## config.mk

```make
export PLATFORM = sky130hd
export DESIGN_NAME = dw_shifter_pipe_flat
export DESIGN_NICKNAME = d
export VERILOG_FILES = /design/src/rtl/dw_shifter_pipe_if.sv /design/src/rtl/dw_shifter_pipe.sv /design/src/flat_wrapper.sv
export SDC_FILE = /design/constraint.sdc
export NUM_CORES = 1
export LEC_CHECK = 0
export CAP_MARGIN = 20
export CORE_UTILIZATION = 60
export CTS_BUF_LIST = sky130_fd_sc_hd__clkbuf_4 sky130_fd_sc_hd__clkbuf_8
export CTS_CLUSTER_SIZE = 10
export DETAILED_ROUTE_END_ITERATION = 8
export PLACE_DENSITY = 0.84
export RECOVER_POWER = 100
export SKIP_CTS_REPAIR_TIMING = 1
export SYNTH_ARGS = -nofsm -noshare
export SYNTH_HDL_FRONTEND = slang
export SYNTH_SLANG_ARGS = --single-unit
```

## constraint.sdc

```tcl
create_clock -name clk -period 10.7 [get_ports clk]
set_input_delay 2.14 -clock clk [delete_from_list [all_inputs] [get_ports clk]]
set_output_delay 2.14 -clock clk [all_outputs]
set_load 0.005 [all_outputs]
```

## src/rtl/dw_shifter_pipe_if.sv

```systemverilog
// Request/response bundle for the pipelined barrel shifter.
// The master side issues shift requests and consumes results; the slave side is the shifter.
interface dw_shifter_pipe_if #(
    parameter int DATA_WIDTH = 32,
    parameter int SH_WIDTH   = 5
);
    logic                  in_valid;
    logic                  in_ready;
    logic [DATA_WIDTH-1:0] data_in;
    logic [SH_WIDTH-1:0]   sh;
    logic                  sh_tc;
    logic                  data_tc;
    logic [1:0]            sh_mode;
    logic                  out_valid;
    logic                  out_ready;
    logic [DATA_WIDTH-1:0] data_out;
    logic                  lost;

    modport master (
        output in_valid, data_in, sh, sh_tc, data_tc, sh_mode, out_ready,
        input  in_ready, out_valid, data_out, lost
    );

    modport slave (
        input  in_valid, data_in, sh, sh_tc, data_tc, sh_mode, out_ready,
        output in_ready, out_valid, data_out, lost
    );
endinterface

```

## src/rtl/dw_shifter_pipe.sv

```systemverilog
// Pipelined barrel shifter: rotate / logical / arithmetic / bypass.
// One log2 shift step per shift-amount bit, the steps spread evenly over
// PIPE_STAGES registers. Direction, magnitude, mode and fill bit are decoded
// once at the input and travel with the data. A per-bit "operand" mask also
// travels with the data so that only genuine operand bits, never fill bits,
// can raise lost when they fall off either end of the word.
module dw_shifter_pipe #(
    parameter int DATA_WIDTH  = 32,
    parameter int SH_WIDTH    = 5,
    parameter int PIPE_STAGES = 2,
    parameter int PAD         = 0
) (
    input logic             clk,
    input logic             rst,
    dw_shifter_pipe_if.slave bus
);

    localparam int unsigned           DW      = DATA_WIDTH;
    localparam int unsigned           SW      = SH_WIDTH;
    localparam int unsigned           PS      = PIPE_STAGES;
    localparam logic                  PAD_BIT = (PAD != 0);
    localparam logic [DATA_WIDTH-1:0] ONES    = '1;

    typedef enum logic [1:0] {
        MODE_ROT   = 2'b00,
        MODE_LOG   = 2'b01,
        MODE_ARITH = 2'b10,
        MODE_BYP   = 2'b11
    } mode_t;

    typedef struct packed {
        logic                  valid;
        logic [DATA_WIDTH-1:0] data;
        logic [DATA_WIDTH-1:0] mask;
        logic                  lost;
        logic                  left;
        logic [SH_WIDTH-1:0]   mag;
        mode_t                 mode;
        logic                  fill;
    } stage_t;

    // One log2 step: shift by 2**k when magnitude bit k is set.
    function automatic stage_t step(input stage_t s, input int unsigned k);
        stage_t                  r;
        logic [SH_WIDTH-1:0]     m;
        int unsigned             amt;
        int unsigned             rot;
        logic [2*DATA_WIDTH-1:0] dbl;
        logic [DATA_WIDTH-1:0]   drop;
        logic [DATA_WIDTH-1:0]   fillv;
        r    = s;
        m    = s.mag >> k;
        amt  = 32'd1 << k;
        rot  = amt % DW;
        dbl  = {s.data, s.data};
        drop = '0;
        fillv = '0;
        if (m[0]) begin
            case (s.mode)
                MODE_ROT: begin
                    if (s.left) begin
                        dbl    = dbl << rot;
                        r.data = dbl[2*DATA_WIDTH-1:DATA_WIDTH];
                    end else begin
                        dbl    = dbl >> rot;
                        r.data = dbl[DATA_WIDTH-1:0];
                    end
                end
                MODE_LOG, MODE_ARITH: begin
                    if (amt >= DW) begin
                        r.lost = s.lost | (|(s.data & s.mask));
                        r.data = {DATA_WIDTH{s.fill}};
                        r.mask = '0;
                    end else if (s.left) begin
                        drop   = ~(ONES >> amt);
                        fillv  = s.fill ? ~(ONES << amt) : '0;
                        r.lost = s.lost | (|(s.data & s.mask & drop));
                        r.data = (s.data << amt) | fillv;
                        r.mask = s.mask << amt;
                    end else begin
                        drop   = ~(ONES << amt);
                        fillv  = s.fill ? ~(ONES >> amt) : '0;
                        r.lost = s.lost | (|(s.data & s.mask & drop));
                        r.data = (s.data >> amt) | fillv;
                        r.mask = s.mask >> amt;
                    end
                end
                default: ;
            endcase
        end
        return r;
    endfunction

    // Apply the log2 steps owned by register stage idx.
    function automatic stage_t run_stage(input stage_t s, input int unsigned idx);
        stage_t cur;
        cur = s;
        for (int unsigned k = 0; k < SW; k++) begin
            if ((k * PS) / SW == idx) cur = step(cur, k);
        end
        return cur;
    endfunction

    stage_t pipe [PIPE_STAGES];
    stage_t nxt  [PIPE_STAGES];
    stage_t in_stage;
    logic   adv;
    logic   accept;

    assign adv           = !pipe[PS-1].valid || bus.out_ready;
    assign bus.in_ready  = adv && !rst;
    assign accept        = bus.in_valid && bus.in_ready;
    assign bus.out_valid = pipe[PS-1].valid;
    assign bus.data_out  = pipe[PS-1].data;
    assign bus.lost      = pipe[PS-1].lost;

    // Decode direction, magnitude and fill bit of the incoming request.
    always_comb begin
        in_stage       = '0;
        in_stage.valid = accept;
        in_stage.data  = bus.data_in;
        in_stage.mask  = ONES;
        in_stage.lost  = 1'b0;
        in_stage.left  = !bus.sh_tc || !bus.sh[SH_WIDTH-1];
        in_stage.mag   = in_stage.left ? bus.sh : -bus.sh;
        in_stage.mode  = mode_t'(bus.sh_mode);
        in_stage.fill  = (in_stage.mode == MODE_ARITH && !in_stage.left && bus.data_tc)
                         ? bus.data_in[DATA_WIDTH-1] : PAD_BIT;
    end

    // Combinational shift work feeding each pipeline register.
    always_comb begin
        nxt[0] = run_stage(in_stage, 0);
        for (int unsigned r = 1; r < PS; r++) begin
            nxt[r] = run_stage(pipe[r-1], r);
        end
    end

    // Pipeline registers: clear on reset, advance together or hold together.
    always_ff @(posedge clk) begin
        if (rst) begin
            for (int unsigned r = 0; r < PS; r++) pipe[r] <= '0;
        end else if (adv) begin
            for (int unsigned r = 0; r < PS; r++) pipe[r] <= nxt[r];
        end
    end

endmodule
```

## src/flat_wrapper.sv

```systemverilog
// flat-port wrapper written by rule: the top's interface ports become plain ports
module dw_shifter_pipe_flat 
#(
    parameter int DATA_WIDTH  = 32,
    parameter int SH_WIDTH    = 5,
    parameter int PIPE_STAGES = 2,
    parameter int PAD         = 0
)
  (clk, rst, bus_in_valid, bus_data_in, bus_sh, bus_sh_tc, bus_data_tc, bus_sh_mode, bus_out_ready, bus_in_ready, bus_out_valid, bus_data_out, bus_lost);
  dw_shifter_pipe_if #(.DATA_WIDTH(DATA_WIDTH), .SH_WIDTH(SH_WIDTH)) bus_i ();
  input logic clk;
  input logic rst;
  input wire logic [$bits(bus_i.in_valid)-1:0] bus_in_valid;
  input wire logic [$bits(bus_i.data_in)-1:0] bus_data_in;
  input wire logic [$bits(bus_i.sh)-1:0] bus_sh;
  input wire logic [$bits(bus_i.sh_tc)-1:0] bus_sh_tc;
  input wire logic [$bits(bus_i.data_tc)-1:0] bus_data_tc;
  input wire logic [$bits(bus_i.sh_mode)-1:0] bus_sh_mode;
  input wire logic [$bits(bus_i.out_ready)-1:0] bus_out_ready;
  output wire logic [$bits(bus_i.in_ready)-1:0] bus_in_ready;
  output wire logic [$bits(bus_i.out_valid)-1:0] bus_out_valid;
  output wire logic [$bits(bus_i.data_out)-1:0] bus_data_out;
  output wire logic [$bits(bus_i.lost)-1:0] bus_lost;
  assign bus_i.in_valid = bus_in_valid;
  assign bus_i.data_in = bus_data_in;
  assign bus_i.sh = bus_sh;
  assign bus_i.sh_tc = bus_sh_tc;
  assign bus_i.data_tc = bus_data_tc;
  assign bus_i.sh_mode = bus_sh_mode;
  assign bus_i.out_ready = bus_out_ready;
  assign bus_in_ready = bus_i.in_ready;
  assign bus_out_valid = bus_i.out_valid;
  assign bus_data_out = bus_i.data_out;
  assign bus_lost = bus_i.lost;
  dw_shifter_pipe #(.DATA_WIDTH(DATA_WIDTH), .SH_WIDTH(SH_WIDTH), .PIPE_STAGES(PIPE_STAGES), .PAD(PAD)) u_core (.clk(clk), .rst(rst), .bus(bus_i));
endmodule
```

==> results.yml, run 1 <==
synth:
  synthMuxAreaShare: 0.122
  synth-async-reset-ratio: 0
  ys.warnings.count: 0
  synth_top_area_cell: "edfxtp_1"
  synth_edf_count: 89
  ys_types: 79
  synth-main-ff-cell: "edfxtp_1"
  synthTopCellsByArea: "edfxtp_1 (34%), mux2i_1 (5.4%), a21oi_1 (4.8%)"
  synth_seq_cells: 89
  yosysSeqAreaShare: 0.341
  synthesis.area_mm2: 0.00785
  synth_simple_gate_area_frac: 0.154
  syn_inst: 895
  netlist.area_leader.share: 0.341
  synth_adder_area_share: 0.00957
  synth_compound_area_frac: 0.279
  synth_fp_nets: 946
  synth_xor_xnor_area_share: 0.00335
  synth_top_family_by_area: "compound AO/OA/AOI/OAI gates"
  syn_area_per_cell_um2: 8.77
route:
  first_pass_iters: 6
  drcViolationCount: 0
  vias: 7402
  drtIter0Drc: 746
  antenna_left: 0
  viasPerCell: 6.94
  wl_per_cell_um: 21.6
  drt-total-wl_um: 23100
cts:
  cts.htree.levels: 3
  cts_root_buffer: "clkbuf_8"
  cts.path.max_buffers: 2
  cts_tree: "built"
  insertion_delay_ns: 0.38
  cts_sinks: 89
  numCtsBuffers: 9
  clk_pin_slew_worst_paths_ns: 0.08
global_route:
  antenna_found_initial: 0
  grt_pass1_vias: 6707
  grt_start_max_net_pins: 92
  grt-ovfl-total: 0
  grt.total_usage: 0.351
  grt_pass1_wl_um: 36300
setup_path:
  cp-end-kind: "output port"
  r2r_start: "u_core.pipe[0][149]"
  reg2reg_depth: 2
  cpPeakStageDelay_ns: 1.33
  reg2reg_to: "u_core.pipe[0][117]"
  worstPathCellList: "dlygate4sd3_1, inv_1, a21o_1, clkbuf_1, clkinv_1, dlygate4sd3_1"
  worst_ep_arrival_time_ns: 5.13
  critPathLaunchType: "input port"
  worstPathMaxFanout: 38
  cp.required_ns: 8.56
  cp-startpoint: "bus_out_ready"
  path_class: "input port to output port"
  r2r_setup_slack_ns: 6.46
  cpMaxStageDelayCell: "clkbuf_1"
  crit_end: "bus_in_ready"
  path_common_cell: "dlygate4sd3_1"
placed_design:
  place_congestion: 0.988
  dp_hpwl_um: 16500
  numPortBuffers: 79
  placed_cells: 1049
finish:
  diodes: 0
  drive_gt1_frac: 0.0961
  layout.nets: 941
  area_delta_synth_final_pct: 8.04
  reg_top3: "u_core.pipe x89"
  postLayoutCoreUtil: 0.669
  largest_register_ffs: 89
  top_register: "u_core.pipe"
  final-instance-count-excl-fill: 1067
timing:
  whs_ns: 0.529
  slew_violations: 168
  skew_ns: 0.00905
  tightestPinTransition_ns: 4.54
  grt_setup_unrepaired: "no"
  fin_crit_sh: 0.679
  slew_headroom: -2.02
  fmaxAchievable_ghz: 0.138
  hold_viol_final: 0
  setup_tns_ns: 0
  finalSetupViolCount: 0
  period_needed_ns: 7.27
power:
  seq_power_share: 0.444
  p_total_mw: 1.06
  vdd_drop_max_uv: 68.4
  p_int_uw: 672
  p_sw_frac: 0.365
  p_comb_frac: 0.363
  p_switching_uw: 386
  clkPwrFrac: 0.193
  power_density_mw_per_mm2: 125
  leakage_nw: 3.29
worst_hold_path:
  hold_path_class: "register to register"
  min-delay-start: "u_core.pipe[0][74]"
floorplanning:
  die_x_um: 116
  initial_utilization: 0.619
  die_h_um: 116
  ios: 80
  core_area_mm2: 0.0127
  fp-row-count: 41
  dieArea_mm2: 0.0135
outcome:
  outcome: "finished with violations"
  violations: "max-capacitance violations, max-slew violations"
run:
  maxCapViolCount: 3
## critical path: cells and delay by family
family | cells | cell delay (ns)
buf+inv | 5 | 2.87
compound gates | 1 | 0.11
## final cells by class
class	count	area [um2]
clock inverters	6	35.0
well taps	172	215
inverters	16	60.1
flip-flops and latches	89	2670
repair buffers	93	901
fillers	1100	4200
clock buffers	10	131
multi-input cells	681	4460
## how the worst min path moves through the flow
stage,to,slack (ns),cells after the start
6_report,u_core.pipe[0][149],0.53,1
5_1_grt,u_core.pipe[0][149],0.57,1
4_1_cts,u_core.pipe[0][149],0.53,1
3_5_place_dp,u_core.pipe[0][149],0.51,1
3_3_place_gp,u_core.pipe[0][149],0.52,1
2_1_floorplan,u_core.pipe[0][149],0.50,1
## synth_stat cells (all sizes together), types with 6 or more instances
library cell and instances:
ha 6, nor2 75, and2 6, a211oi 21, a32oi 12, o21ai 72, nand3 20, inv 15
a31oi 11, nand2b 14, nand2 101, a221oi 7, o221a 7, o22ai 22, buf 81, nor4 6
clkbuf 28, edfxtp 89, a21oi 76, mux2i 43, mux2 35, o211ai 20, a22oi 24, and3 6
nor3 14
## power by group through the flow
stage	Clock, mW	Combinational, mW	Sequential [mW]
6_report	0.205	0.384	0.469
5_1_grt	0.215	0.415	0.473
4_1_cts	0.205	0.379	0.467
3_5_place_dp	0	0.377	0.476
3_3_place_gp	0	0.373	0.474
2_1_floorplan	0	0.280	0.457
## kinds of logic (layout without fill, tap and decap cells)
family	Yosys count	in the layout
XOR/XNOR	3	3
AO/OA/AOI/OAI	324	324
AND/OR/NAND/NOR	265	265
multiplexers	83	83
flip-flops	89	89
adder cells (fa/ha/maj)	6	6
buffers and inverters	125	125
## per-stage QoR
step / area, um2 / setup WS (ns)
2_1_floorplan: 7850 / 5.46
3_3_place_gp: 8290 / 4.70
3_5_place_dp: 8290 / 4.63
4_1_cts: 8460 / 4.84
5_1_grt: 8480 / 3.24
6_report: 8480 / 3.43
## per-layer routing
| layer | GRT usage | vias up | part of all wire |
|---|---|---|---|
| met5 | 0 | - | 0 |
| met4 | 0.193 | 0 | 0.047 |
| met3 | 0.0457 | 79 | 0.088 |
| met2 | 0.571 | 469 | 0.48 |
| met1 | 0.456 | 3477 | 0.39 |
| li1 | - | 3377 | - |
## placed cells by master, fill, tap and decap left out, types with 24 or more instances in the layout
cell type / synthesis / routed
a21oi_1: 75 / 75
a22oi_1: 24 / 24
nor2_1: 73 / 73
nand2_1: 100 / 100
dlygate4sd3_1: 0 / 37
o21ai_0: 63 / 63
mux2i_1: 42 / 42
edfxtp_1: 89 / 89
mux2_2: 33 / 31
clkdlybuf4s50_1: 0 / 42
(Power assumes the default switching activity.)
==> run 2, diff against run 1 <==
==> constraint.sdc (replaced) <==
create_clock -name clk -period 6.8 [get_ports clk]
set_input_delay 1.36 -clock clk [delete_from_list [all_inputs] [get_ports clk]]
set_output_delay 1.36 -clock clk [all_outputs]
set_load 0.005 [all_outputs]
==> results.yml, run 2 (same netlist as run 1, synthesis figures left out) <==
floorplanning:
  core_area_mm2: 0.0127
  initial_utilization: 0.619
  fp-row-count: 41
  die_h_um: 116
  die_x_um: 116
  ios: 80
  dieArea_mm2: 0.0135
power:
  vdd_drop_max_uv: 103
  power_density_mw_per_mm2: 205
  p_total_mw: 1.74
  leakage_nw: 3.31
placed_design:
  dp_hpwl_um: 16400
  place_area_mm2: 0.00831
  place_congestion: 1.01
  numPortBuffers: 79
  post-place-ws_ns: 1.58
cts:
  insertion_delay_ns: 0.37
  clk_pin_slew_worst_paths_ns: 0.09
  cts.path.max_buffers: 2
  cts_sinks: 89
  numCtsBuffers: 9
  cts_tree: "built"
  cts.htree.levels: 3
  cts_root_buffer: "clkbuf_8"
route:
  drcViolationCount: 0
  drt-total-wl_um: 23000
  first_pass_iters: 8
  drtIter0Drc: 913
  vias: 7562
  wl_per_cell_um: 21.5
  viasPerCell: 7.07
  antenna_left: 0
finish:
  top_register: "u_core.pipe"
  multiInputGateArea_mm2: 0.00444
  reg_top3: "u_core.pipe x89"
  layout_commonest_cell: "nand2_1"
  seqCellArea_mm2: 0.00267
  drive_gt1_frac: 0.0981
  fillers: 1050
  final_cell_mix: "nand2_1 (101), edfxtp_1 (89), a21oi_1 (75)"
  diodes: 0
  largest_register_ffs: 89
  area_delta_synth_final_pct: 8.34
  fin_area_mm2: 0.00850
  layout.nets: 943
timing:
  slew_headroom: -0.848
  finalSetupViolCount: 0
  period_needed_ns: 5.55
  fin_crit_sh: 0.816
  fin_ws_ns: 1.25
  slew_violations: 183
  grt_setup_unrepaired: "no"
  skew_ns: 0.0155
  setup_tns_ns: 0
  fmaxAchievable_ghz: 0.180
  hold_viol_final: 0
  tightestPinTransition_ns: 2.77
  whs_ns: 0.548
setup_path:
  worstPathMaxFanout: 38
  critPathLaunchType: "input port"
  reg2reg_depth: 3
  path_class: "input port to output port"
  cp-end-kind: "output port"
  worst_ep_arrival_time_ns: 4.19
  cp.required_ns: 5.44
outcome:
  outcome: "finished with violations"
  violations: "max-capacitance violations, max-slew violations"
run:
  maxCapViolCount: 4
global_route:
  grt_pass1_vias: 6784
  grt_start_max_net_pins: 57
  grt_pass1_wl_um: 36400
  antenna_found_initial: 0
  grt.total_usage: 0.349
  grt-ovfl-total: 0
worst_hold_path:
  min_path_cells: 1
  hold_path_class: "register to register"
[run 2: cell count changes in the layout (fill, tap and decap cells not counted), moves of 2 or more]
cell	before	now
mux2_2	31	33
clkinv_2	3	1
bufinv_16	0	2
buf_4	9	11
mux2_1	3	1
[run 2: final timing paths]
check	end	slack [ns]	start
max	bus_in_ready	1.25	rst
min	u_core.pipe[0][149]	0.55	u_core.pipe[0][74]
max reg2reg	u_core.pipe[0][68]	2.44	u_core.pipe[0][149]
min reg2reg	u_core.pipe[0][149]	0.55	u_core.pipe[0][74]
[run 2: per-stage QoR]
| stage | instances | utilization |
|---|---|---|
| global placement | 1052 | 0.656 |
| detailed placement | 1052 | 0.656 |
| CTS | 1068 | 0.673 |
| global route | 1069 | 0.671 |
| finish | 1069 | 0.671 |
| floorplan | 895 | - |
[run 2: cell type report]
cell class / instances / area share
clock buffers: 9 / 0.0146
clock inverters: 7 / 0.0110
inverters: 16 / 0.00707
multi-input cells: 681 / 0.522
flip-flops and latches: 89 / 0.314
well taps: 172 / 0.0253
repair buffers: 95 / 0.105
[run 2: power breakdown]
group / switching [mW] / total, mW / internal (mW) / leakage, nW
clock: 0.193 / 0.400 / 0.207 / 0.107
sequential: 0.0598 / 0.738 / 0.679 / 1.04
combinational: 0.360 / 0.603 / 0.243 / 2.16
[run 2: critical path: stages]
cell and delay, ns:
dlygate4sd3_1 0.54, a21o_1 0.08, clkbuf_1 1.27, clkinv_1 0.26, dlygate4sd3_1 0.68
[run 2: metal layers]
metal,up-vias,GRT usage,share of wire
met2,587,0.562,0.46
met5,-,0,0
met1,3486,0.446,0.38
li1,3374,-,-
met4,0,0.205,0.059
met3,115,0.0566,0.099
